[src/rtl/up_gpio_irq_ctrl.sv]
// GPIO register core: direction control, two-flop input synchronizer and
// rising/falling edge interrupt capture behind a one-cycle-latency up_* bus.
module up_gpio_irq_ctrl #(
  parameter int ADDRESS_WIDTH = 32,
  parameter int BUS_WIDTH     = 4,
  parameter int GPIO_WIDTH    = 32,
  parameter int IRQ_ENABLE    = 0
) (
  input  logic                     clk,
  input  logic                     rstn,
  input  logic                     up_rreq,
  output logic                     up_rack,
  input  logic [ADDRESS_WIDTH-1:0] up_raddr,
  output logic [BUS_WIDTH*8-1:0]   up_rdata,
  input  logic                     up_wreq,
  output logic                     up_wack,
  input  logic [ADDRESS_WIDTH-1:0] up_waddr,
  input  logic [BUS_WIDTH*8-1:0]   up_wdata,
  output logic                     irq,
  input  logic [GPIO_WIDTH-1:0]    gpio_io_i,
  output logic [GPIO_WIDTH-1:0]    gpio_io_o,
  output logic [GPIO_WIDTH-1:0]    gpio_io_t
);

  localparam int DW = BUS_WIDTH * 8;
  localparam int GW = GPIO_WIDTH;

  localparam logic [2:0] ADDR_DATA_IN  = 3'd0;
  localparam logic [2:0] ADDR_DATA_OUT = 3'd1;
  localparam logic [2:0] ADDR_TRI      = 3'd2;
  localparam logic [2:0] ADDR_IRQ_EN   = 3'd3;
  localparam logic [2:0] ADDR_IRQ_STAT = 3'd4;
  localparam logic [2:0] ADDR_IRQ_RISE = 3'd5;
  localparam logic [2:0] ADDR_IRQ_FALL = 3'd6;

  logic [GW-1:0] sync1_reg, sync2_reg, prev_reg;
  logic [GW-1:0] out_reg, tri_reg;
  logic [1:0]    prime_reg;
  logic          rack_reg, wack_reg;
  logic [DW-1:0] rdata_reg, rdata_next;
  logic [GW-1:0] en_reg, stat_reg, rise_arm_reg, fall_arm_reg;
  logic          irq_reg;
  logic [GW-1:0] wdata_gpio;
  logic          wr_out, wr_tri;
  logic          unused_bits;

  assign wdata_gpio = up_wdata[GW-1:0];
  assign wr_out     = up_wreq && (up_waddr[2:0] == ADDR_DATA_OUT);
  assign wr_tri     = up_wreq && (up_waddr[2:0] == ADDR_TRI);

  // Upper address bits are not decoded and the priming state is dead when
  // the interrupt logic is not built.
  assign unused_bits = ^{up_raddr, up_waddr, up_wdata, prev_reg, prime_reg};

  always_ff @(posedge clk or negedge rstn) begin
    if (!rstn) begin
      sync1_reg <= '0;
      sync2_reg <= '0;
      prev_reg  <= '0;
      prime_reg <= 2'd0;
    end else begin
      sync1_reg <= gpio_io_i;
      sync2_reg <= sync1_reg;
      prev_reg  <= sync2_reg;
      if (prime_reg != 2'd3) prime_reg <= prime_reg + 2'd1;
    end
  end

  always_ff @(posedge clk or negedge rstn) begin
    if (!rstn) begin
      out_reg <= '0;
      tri_reg <= '1;
    end else begin
      if (wr_out) out_reg <= wdata_gpio;
      if (wr_tri) tri_reg <= wdata_gpio;
    end
  end

  generate
    if (IRQ_ENABLE != 0) begin : g_irq
      logic          primed;
      logic          wr_en, wr_stat, wr_rise, wr_fall;
      logic [GW-1:0] edge_hit, stat_next;

      assign primed  = (prime_reg == 2'd3);
      assign wr_en   = up_wreq && (up_waddr[2:0] == ADDR_IRQ_EN);
      assign wr_stat = up_wreq && (up_waddr[2:0] == ADDR_IRQ_STAT);
      assign wr_rise = up_wreq && (up_waddr[2:0] == ADDR_IRQ_RISE);
      assign wr_fall = up_wreq && (up_waddr[2:0] == ADDR_IRQ_FALL);

      // A captured edge outranks a W1C hitting the same bit in the same cycle.
      for (genvar gi = 0; gi < GW; gi++) begin : g_pin
        assign edge_hit[gi] = primed &
          ((sync2_reg[gi] & ~prev_reg[gi] & rise_arm_reg[gi]) |
           (~sync2_reg[gi] & prev_reg[gi] & fall_arm_reg[gi]));
        assign stat_next[gi] = edge_hit[gi] |
          (stat_reg[gi] & ~(wr_stat & wdata_gpio[gi]));
      end

      always_ff @(posedge clk or negedge rstn) begin
        if (!rstn) begin
          en_reg       <= '0;
          stat_reg     <= '0;
          rise_arm_reg <= '0;
          fall_arm_reg <= '0;
          irq_reg      <= 1'b0;
        end else begin
          if (wr_en)   en_reg       <= wdata_gpio;
          if (wr_rise) rise_arm_reg <= wdata_gpio;
          if (wr_fall) fall_arm_reg <= wdata_gpio;
          stat_reg <= stat_next;
          irq_reg  <= |(stat_reg & en_reg);
        end
      end
    end else begin : g_no_irq
      assign en_reg       = '0;
      assign stat_reg     = '0;
      assign rise_arm_reg = '0;
      assign fall_arm_reg = '0;
      assign irq_reg      = 1'b0;
    end
  endgenerate

  always_comb begin
    rdata_next = '0;
    case (up_raddr[2:0])
      ADDR_DATA_IN:  rdata_next[GW-1:0] = sync2_reg;
      ADDR_DATA_OUT: rdata_next[GW-1:0] = out_reg;
      ADDR_TRI:      rdata_next[GW-1:0] = tri_reg;
      ADDR_IRQ_EN:   rdata_next[GW-1:0] = en_reg;
      ADDR_IRQ_STAT: rdata_next[GW-1:0] = stat_reg;
      ADDR_IRQ_RISE: rdata_next[GW-1:0] = rise_arm_reg;
      ADDR_IRQ_FALL: rdata_next[GW-1:0] = fall_arm_reg;
      default:       rdata_next = '0;
    endcase
  end

  // Every request is acknowledged one cycle later, decoded or not.
  always_ff @(posedge clk or negedge rstn) begin
    if (!rstn) begin
      rack_reg  <= 1'b0;
      wack_reg  <= 1'b0;
      rdata_reg <= '0;
    end else begin
      rack_reg  <= up_rreq;
      wack_reg  <= up_wreq;
      rdata_reg <= up_rreq ? rdata_next : '0;
    end
  end

  assign up_rack   = rack_reg;
  assign up_wack   = wack_reg;
  assign up_rdata  = rdata_reg;
  assign irq       = irq_reg;
  assign gpio_io_o = out_reg;
  assign gpio_io_t = tri_reg;

endmodule

[config.mk]
export PLATFORM = sky130hd
export DESIGN_NAME = up_gpio_irq_ctrl
export DESIGN_NICKNAME = d
export VERILOG_FILES = /design/src/rtl/up_gpio_irq_ctrl.sv
export SDC_FILE = /design/constraint.sdc
export NUM_CORES = 1
export LEC_CHECK = 0
export ABC_AREA = 1
export BUFFER_PORTS_ARGS = -buffer_cell sky130_fd_sc_hd__buf_2
export CORE_MARGIN = 4
export CORE_UTILIZATION = 49
export CTS_CLUSTER_DIAMETER = 30
export DETAILED_ROUTE_END_ITERATION = 16
export HOLD_SLACK_MARGIN = 0.1
export PLACE_DENSITY = 0.8
export RECOVER_POWER = 25
export SYNTH_ARGS = -nofsm -noshare
export SYNTH_HDL_FRONTEND = slang
export SYNTH_SLANG_ARGS = --single-unit
[constraint.sdc]
create_clock -name clk -period 1 [get_ports clk]
set_input_delay 0 -clock clk [delete_from_list [all_inputs] [get_ports clk]]
set_output_delay 0 -clock clk [all_outputs]
set_load 0.05 [all_outputs]
# ---- Yosys cells after proc, flatten, opt, wreduce, memory -nomap -nowiden
# Cells that the tools add are included.
dict set report op_classes {
  eq_ne 4
  mux 2
  reduce_logical 3
}
# operator n
set op_table {}
lappend op_table {{32-bit case mux with 3 select lines} 1}
lappend op_table {{32-bit two-way mux} 1}
lappend op_table {{3-bit by 1-bit == test with 1-bit output, second input constant} 2}
lappend op_table {{3-bit by 2-bit == test with 1-bit output, second input constant} 2}
lappend op_table {{3-bit zero test} 1}
lappend op_table {{1-bit logical AND} 2}
dict set report word_totals {
  ff_bits 162
}

# ---- Depth between registers and ports, before layout
# Gate-level depths: netlist of run 1.
dict set report logic_depth {
  depth_word 3
  depth_mapped 7
  depth_no_buf 5
}

# ---- Worst setup path before layout of run 1
# Ideal clock, no wire load.
dict set report synth_timing {
  kind {register -> register}
  startpoint {register tri_reg[10] (netlist: gpio_io_t[10])}
  endpoint {register rdata_reg[10] (netlist: up_rdata[10])}
  setup_ns 0.063
  t_arrival_ns 0.961
  required_time_ns 0.937
  setup_slack_ns -0.025
  path_stages_with_launch 5
  period_less_slack_ns 1.025
  cell_sequence {dfstp_2 nand4_1 nand3_1 nand2_1 inv_1}
}
dict set report synth_between {
  elab_chain_cells 2
}
# element line_no
set synth_rtl {}
lappend synth_rtl {{from (decl)} 37} ;# logic [GW-1:0] out_reg, tri_reg;
lappend synth_rtl {{from (signal assigned)} 75} ;# if (wr_tri) tri_reg <= wdata_gpio;
lappend synth_rtl {{32-bit case mux with 3 select lines} 126} ;# case (up_raddr[2:0])
lappend synth_rtl {{32-bit two-way mux} 147} ;# rdata_reg <= up_rreq ? rdata_next : '0;
lappend synth_rtl {{to (signal assigned)} 147}
lappend synth_rtl {{to (decl)} 40} ;# logic [DW-1:0] rdata_reg, rdata_next;
# No other way between the ends.
# A chain may end at the register's enable or synchronous reset.

# ---- Final worst setup path of run 1
dict set report layout_timing {
  startpoint {register tri_reg[3] (netlist: gpio_io_t[3])}
  endpoint {output port gpio_io_t[3]}
}
# element line_no
set layout_rtl {}
lappend layout_rtl {{to (decl)} 22} ;# output logic [GPIO_WIDTH-1:0] gpio_io_t
# No word-level cell between the ends.

==> run_results.csv, run 1 <==
group,metric,value,unit
drt,wl_met1,7230,um
logic_synthesis,synth_edf_count,0,
run_status,outcome,"finished with violations",
clocking,cts_made_buffers,17,
logic_synthesis,synth_cells,563,
worst_setup_path,start_kind,"register",
global_route,grt_pass1_vias,6376,
clocking,cts_root_buf,"clkbuf_16",
clocking,clkTransAtPathRegs,0.07,ns
power_and_ir_drop,pwr-share-seq,38.3,%
logic_synthesis,synthTopCellsByCount,"130 x dfrtp_1, 97 x nand2_1, 96 x nand3_1, 65 x inv_1, 64 x o21ai_1",
power_and_ir_drop,cellInternalPower,14.1,mW
worst_setup_path,critPathMaxStageDelay,0.58,ns
drt,wl_per_cell,21.5,um
timing,worstMarginPinSlew,0.788,ns
drt,drc,0,
worst_setup_path,r2r-start,"gpio_io_t[26]$_DFFE_PN1P_",
floorplan,die_w,119,um
clocking,cts_buffer_depth,2,
floorplan,design.core.area,12000,um^2
finish,fin_area,9770,um^2
logic_synthesis,synthesis.area,6000,um^2
finish,multiInputGateArea,1440,um^2
global_route,grt_max_degree,47,
timing,fin_crit_sh,118,%
hold_path,hold_class,"in -> reg",
finish,fill_cells,643,
floorplan,fp.dieH,119,um
hold_path,min_from,"up_raddr[0]",
worst_setup_path,end_kind,"output port",
logic_synthesis,synth-main-ff-cell,"dfrtp_1",
timing,slew_headroom,47.5,%
global_route,grt_pass1_wl,33200,um
power_and_ir_drop,vdd.ir_drop.worst,2.02,mV
worst_setup_path,cpLargestDelayFamily,"flip-flops",
logic_synthesis,yosysUniqueCellTypes,19,
logic_synthesis,synthMostInstantiatedCell,"dfrtp_1",
timing,worst_slack,-0.179,ns
logic_synthesis,avgSynthCellArea,10.7,um^2
logic_synthesis,ys_ff_latch,162,
worst_setup_path,worst-path-max-fanout,2,
place,dp_hpwl,10200,um
floorplan,start_util,49.9,%
finish,drive_gt1_share,37.2,%
place,dp_cells,863,
worst_setup_path,setup.worst_path.start,"gpio_io_t[3]$_DFFE_PN1P_",
timing,setup-violations-final,73,
place,gp_congestion,0.834,
power_and_ir_drop,p_sw,6.90,mW
clocking,clk_latency,0.43,ns
worst_setup_path,cp_slowest_cell,"dfstp_2",
power_and_ir_drop,p_leak,5.03,nW
logic_synthesis,synthTopCellsByArea,"dfrtp_1 54%, dfstp_2 14%, nand3_1 8.0%, nand2_1 6.1%, o21ai_1 5.3%",
logic_synthesis,async_flop_share,100,%
floorplan,io_pins,231,
power_and_ir_drop,combPwrFrac,29.4,%
logic_synthesis,synth.top_cell.area_share,54.2,%
worst_setup_path,cp.arrival,1.18,ns
run_status,violations,"negative setup slack",
drt,ant_nets,0,
clocking,htree_levels,4,
finish,regArea,4090,um^2
global_route,grt_antenna_before_repair,3,
drt,top_layer,"met4",
clocking,cts_tree,"yes",
drt,viasPerCell,5.65,
drt,wl_met3,1690,um
worst_setup_path,crit_type,"reg -> out",
worst_setup_path,worstPathRequired,1.00,ns
flow_run,max_cap_viol_count,0,
drt,dr.pass1.iters,5,
place,numPortBuffers,171,
global_route,track_usage,30.8,%
global_route,overflow,0,
drt,vias,5844,
timing,slew_viol_final,0,
timing,finClkSkew,0.00917,ns
timing,fmax,848,MHz
timing,rsz0062_at_grt,"yes",
floorplan,rows,40,
finish,final_nets,1003,
timing,finalCriticalPeriod,1.18,ns
finish,area_delta_synth_final,62.9,%
finish,finalNonFillerCells,1034,
logic_synthesis,ys_warn_count,0,
power_and_ir_drop,pwr-share-clk,32.3,%
floorplan,dieArea,14100,um^2
place,place_area,7130,um^2
clocking,clock_sinks,162,
drt,drt-total-wl,22200,um
worst_setup_path,cp_num_buf_inv,1,
worst_setup_path,crit_chain,"buf_8",
timing,hold_violations,0,
power_and_ir_drop,p_sw_share,32.9,%
logic_synthesis,seq_area_frac_synth,68.3,%
drt,drt-initial-drc-count,693,
logic_synthesis,synth_top_cell_by_area,"dfrtp_1",
logic_synthesis,synth_nets,695,
power_and_ir_drop,totalPowerFinal,21.0,mW
drt,dr_wl_met2,11700,um
power_and_ir_drop,cellPowerDensity,2150,nW/um^2
[layout make-up]
type | instances | area share [%]
Tap cell | 147 | 1.88
Sequential cell | 162 | 41.9
Inverter | 68 | 2.64
Clock buffer | 21 | 4.71
Clock inverter | 11 | 1.56
Timing Repair Buffer | 328 | 32.4
Multi-Input combinational cell | 294 | 14.8
Antenna cell | 3 | 0.0769
[layout by cell type (no fill, tap or decap), drive strengths merged]
master	Yosys	layout
clkinvlp	0	3
diode	0	3
conb	1	1
nand4	32	32
clkinv	0	3
clkbuf	3	30
nand2	97	97
o21ai	64	64
dlymetal6s4s	0	2
bufinv	0	3
nor2	3	3
dlygate4sd3	0	68
nand3	97	97
dfrtp	130	130
inv	68	70
buf	36	249
dfstp	32	32
[worst paths after layout]
| kind | end | slack (ns) | cells past startpoint |
|---|---|---|---|
| worst max-delay path | gpio_io_t[3] | -0.18 | 1 |
| min in group asynchronous | up_rdata[28]$_DFF_PN0_ | 0.16 | 2 |
| worst min-delay path | up_rdata[0]$_DFF_PN0_ | 0.11 | 6 |
| worst max register to register | up_rdata[26]$_DFF_PN0_ | -0.14 | 5 |
| max in group asynchronous | gpio_io_t[16]$_DFFE_PN1P_ | 0.05 | 3 |
| worst min register to register | sync2_reg[19]$_DFF_PN0_ | 0.35 | 0 |
[kinds of logic after synthesis]
logic type | after synthesis | synth area share (%)
other cells | 1 | 0.0625
simple gates | 229 | 18.1
compound gates | 64 | 5.34
flops | 162 | 68.3
buf+inv | 107 | 8.24
[metal layers]
layer / track usage (%) / up-vias
met5: 0 / -
met4: 22.1 / 0
met3: 8.42 / 140
met2: 52.6 / 425
met1: 32.5 / 2824
li1: - / 2455
[power by group through the flow]
stage	registers, mW	logic [mW]	clock network (mW)
floorplan	9.93	0.805	0
global placement	7.96	3.92	0
detailed placement	8.00	3.99	0
CTS	7.95	5.83	6.77
global route	8.08	6.44	7.13
finish	8.03	6.18	6.77
[timing repair]
action | 4_1_cts | 5_1_grt
endpoints found under the setup margin | 98 | 154
pin swaps | 0 | 6
hold endpoints to repair | 261 | 16
gates cloned | 0 | 5
hold buffers | 69 | 1
resized for setup | 208 | 33
setup buffers | 58 | 5
[metrics by stage]
step | hold WS (ns) | util (%) | TNS [ns] | setup WS, ns
final | 0.111 | 81.3 | -5.89 | -0.179
after CTS | 0.00300 | 79.3 | -5.02 | -0.164
after global placement | -0.118 | 59.4 | 0 | 0.0418
after global routing | 0.115 | 81.3 | -9.71 | -0.207
after detailed placement | -0.117 | 59.4 | 0 | 0.0131
after floorplan | -0.296 | - | -0.488 | -0.0218
Power figures use the tool's default switching activity.
==> run 2, diff against run 1 <==
--- a/config.mk
+++ b/config.mk
@@ -5,14 +5,13 @@
 export SDC_FILE = /design/constraint.sdc
 export NUM_CORES = 1
 export LEC_CHECK = 0
-export ABC_AREA = 1
 export BUFFER_PORTS_ARGS = -buffer_cell sky130_fd_sc_hd__buf_2
 export CORE_MARGIN = 4
 export CORE_UTILIZATION = 49
 export CTS_CLUSTER_DIAMETER = 30
 export DETAILED_ROUTE_END_ITERATION = 16
 export HOLD_SLACK_MARGIN = 0.1
-export PLACE_DENSITY = 0.8
+export PLACE_DENSITY = 0.79
 export RECOVER_POWER = 25
 export SYNTH_ARGS = -nofsm -noshare
 export SYNTH_HDL_FRONTEND = slang
==> run 2 against run 1 <==
Against the previous run: flip-flop and latch count is the same; the flow still finishes with violations (negative setup slack); combinational power grew 18%; synthesized cell count shrank 31%; synthesized area grew 5.2%.
==> run_results.csv, run 2 <==
group,metric,value,unit
run_status,outcome,"finished with violations",
run_status,violations,"negative setup slack",
place,gp_congestion,0.835,
timing,worst_slack,-0.147,ns
worst_setup_path,cp_num_buf_inv,1,
clocking,hold_buffers,69,
clocking,cts_buffer_depth,2,
drt,ant_nets,0,
floorplan,rows,41,
finish,fill_cells,646,
clocking,clock_sinks,162,
floorplan,fp.dieH,121,um
worst_setup_path,crit_end,"gpio_io_t[0]",
drt,dr.pass1.iters,4,
power_and_ir_drop,p_leak,4.54,nW
logic_synthesis,avgSynthCellArea,16.3,um^2
clocking,cts_made_buffers,17,
place,dp_hpwl,9340,um
worst_setup_path,r2r_end,"up_rdata[23]$_DFF_PN0_",
flow_run,max_cap_viol_count,0,
clocking,cts_tree,"yes",
logic_synthesis,synth_cells,388,
logic_synthesis,synth.top_cell.area_share,51.6,%
power_and_ir_drop,cellPowerDensity,2210,nW/um^2
logic_synthesis,synth_nets,520,
timing,fin_setup_tns,-5.04,ns
place,dp_slack,-0.172,ns
finish,drive_gt1_share,65.9,%
hold_path,hold_class,"in -> async",
power_and_ir_drop,vdd.ir_drop.worst,1.43,mV
finish,finalNonFillerCells,871,
drt,wl_per_cell,21.3,um
logic_synthesis,yosysUniqueCellTypes,21,
worst_setup_path,cp.arrival,1.15,ns
logic_synthesis,synth_top_cell_by_area,"dfrtp_1",
power_and_ir_drop,pwr-share-clk,30.0,%
drt,drc,0,
timing,fmax,872,MHz
clocking,clk_latency,0.43,ns
worst_setup_path,crit_chain,"buf_8",
global_route,grt_antenna_before_repair,0,
floorplan,design.core.area,12600,um^2
global_route,track_usage,24.3,%
global_route,grt_pass1_vias,4929,
worst_setup_path,crit_type,"reg -> out",
logic_synthesis,synth-main-ff-cell,"dfrtp_1",
place,dp_cells,718,
logic_synthesis,ys_ff_latch,162,
worst_setup_path,r2r-start,"sync2_reg[23]$_DFF_PN0_",
place,numPortBuffers,171,
finish,final_common_cell,"dfrtp_1",
power_and_ir_drop,p_sw_share,32.6,%
timing,slew_viol_final,0,
floorplan,start_util,50.0,%
timing,slew_headroom,54.1,%
worst_setup_path,rrSetupSlack,-0.09,ns
worst_setup_path,cp.depth,1,
drt,vias,4475,
power_and_ir_drop,combPwrFrac,32.6,%
global_route,overflow,0,
logic_synthesis,synthMostInstantiatedCell,"dfrtp_1",
floorplan,io_pins,231,
logic_synthesis,synth_edf_count,0,
power_and_ir_drop,pwr-share-seq,37.4,%
worst_setup_path,ff2ff_path_depth,3,
finish,area_delta_synth_final,60.3,%
timing,hold_violations,0,
global_route,grt_pass1_wl,26800,um
timing,whs,0.148,ns
floorplan,die_w,121,um
finish,layout_common_cells,"98 x dfrtp_1, 74 x buf_6, 69 x dlygate4sd3_1",
power_and_ir_drop,totalPowerFinal,22.3,mW
worst_setup_path,start_kind,"register",
power_and_ir_drop,p_sw,7.28,mW
power_and_ir_drop,cellInternalPower,15.1,mW
timing,setup-violations-final,76,
logic_synthesis,async_flop_share,100,%
worst_setup_path,cp_slowest_cell,"dfstp_2",
drt,viasPerCell,5.14,
worst_setup_path,cpLargestDelayFamily,"flip-flops",
timing,worstMarginPinSlew,0.688,ns
worst_setup_path,end_kind,"output port",
worst_setup_path,critPathMaxStageDelay,0.57,ns
logic_synthesis,synthTopCellsByCount,"130 x dfrtp_1, 60 x mux2_4, 50 x a211oi_1, 32 x dfstp_2",
timing,rsz0062_at_grt,"yes",
worst_setup_path,worstPathRequired,1.00,ns
timing,finClkSkew,0.00956,ns
timing,fin_crit_sh,115,%
logic_synthesis,synthesis.area,6310,um^2
worst_setup_path,worst-path-max-fanout,3,
clocking,cts_root_buf,"clkbuf_16",
global_route,grt_max_degree,60,
logic_synthesis,ys_warn_count,0,
drt,drt-initial-drc-count,295,
clocking,htree_levels,4,
logic_synthesis,synthTopCellsByArea,"dfrtp_1 52%, mux2_4 14%, dfstp_2 13%, a211oi_1 6.0%, nand2b_1 3.1%",
drt,drt-total-wl,18500,um
floorplan,dieArea,14700,um^2
clocking,clkTransAtPathRegs,0.07,ns
finish,final_nets,817,
timing,finalCriticalPeriod,1.15,ns
logic_synthesis,seq_area_frac_synth,64.9,%
worst_setup_path,setup.worst_path.start,"gpio_io_t[0]$_DFFE_PN1P_",
## run 2: metal layers
metal	vias up	share of wire, %	global-route usage (%)
met5	-	0	0
met4	0	3.7	11.1
met3	48	4.5	5.92
met2	166	55	43.2
met1	2305	37	27.6
li1	1956	-	-
## run 2: through the flow
step,area (um^2),util (%)
2_1_floorplan,6350,-
3_3_place_gp,7350,58.3
3_5_place_dp,7350,58.3
4_1_cts,9680,76.7
5_1_grt,10100,80.1
6_report,10100,80.1
## run 2: cell families after synthesis
| family | after synthesis | synth area share [%] |
|---|---|---|
| simple gates | 68 | 7.04 |
| flops | 162 | 64.9 |
| compound gates | 63 | 8.41 |
| mux | 65 | 15.2 |
| other cells | 1 | 0.0595 |
| buf+inv | 29 | 4.40 |
## run 2: worst min path at each step
stage / startpoint / end / slack [ns] / cells after the start
floorplan: rstn / gpio_io_o[0]$_DFFE_PN0P_ / -0.30 / 0
global placement: rstn / sync1_reg[29]$_DFF_PN0_ / -0.13 / 1
detailed placement: rstn / sync1_reg[29]$_DFF_PN0_ / -0.12 / 1
CTS: rstn / sync1_reg[29]$_DFF_PN0_ / -0.01 / 2
global route: rstn / up_rdata[27]$_DFF_PN0_ / 0.18 / 2
finish: rstn / up_rdata[27]$_DFF_PN0_ / 0.15 / 2
## run 2: power by group through the flow
| stage | Clock (mW) | Combinational (mW) | Sequential (mW) |
|---|---|---|---|
| 2_1_floorplan | 0 | 1.30 | 10.4 |
| 3_3_place_gp | 0 | 4.69 | 8.22 |
| 3_5_place_dp | 0 | 4.78 | 8.28 |
| 4_1_cts | 6.77 | 6.66 | 8.27 |
| 5_1_grt | 7.08 | 7.55 | 8.44 |
| 6_report | 6.71 | 7.27 | 8.36 |
## run 2: what timing repair did
item                                   4_1_cts  5_1_grt
endpoints found under the hold margin      277       17
setup endpoints to repair                  102      118
setup buffers                               39       14
resized for setup                          222       70
pin swaps                                    0       13
## run 2: area by class of cell
class / count / area (um^2) / area share [%]
Sequential cell: 162 / 4130 / 40.9
Clock inverter: 11 / 153 / 1.51
Antenna cell: 1 / 2.50 / 0.0248
Multi-Input combinational cell: 197 / 2250 / 22.3
Timing Repair Buffer: 307 / 2890 / 28.6
Tap cell: 172 / 215 / 2.13
Clock buffer: 21 / 460 / 4.56
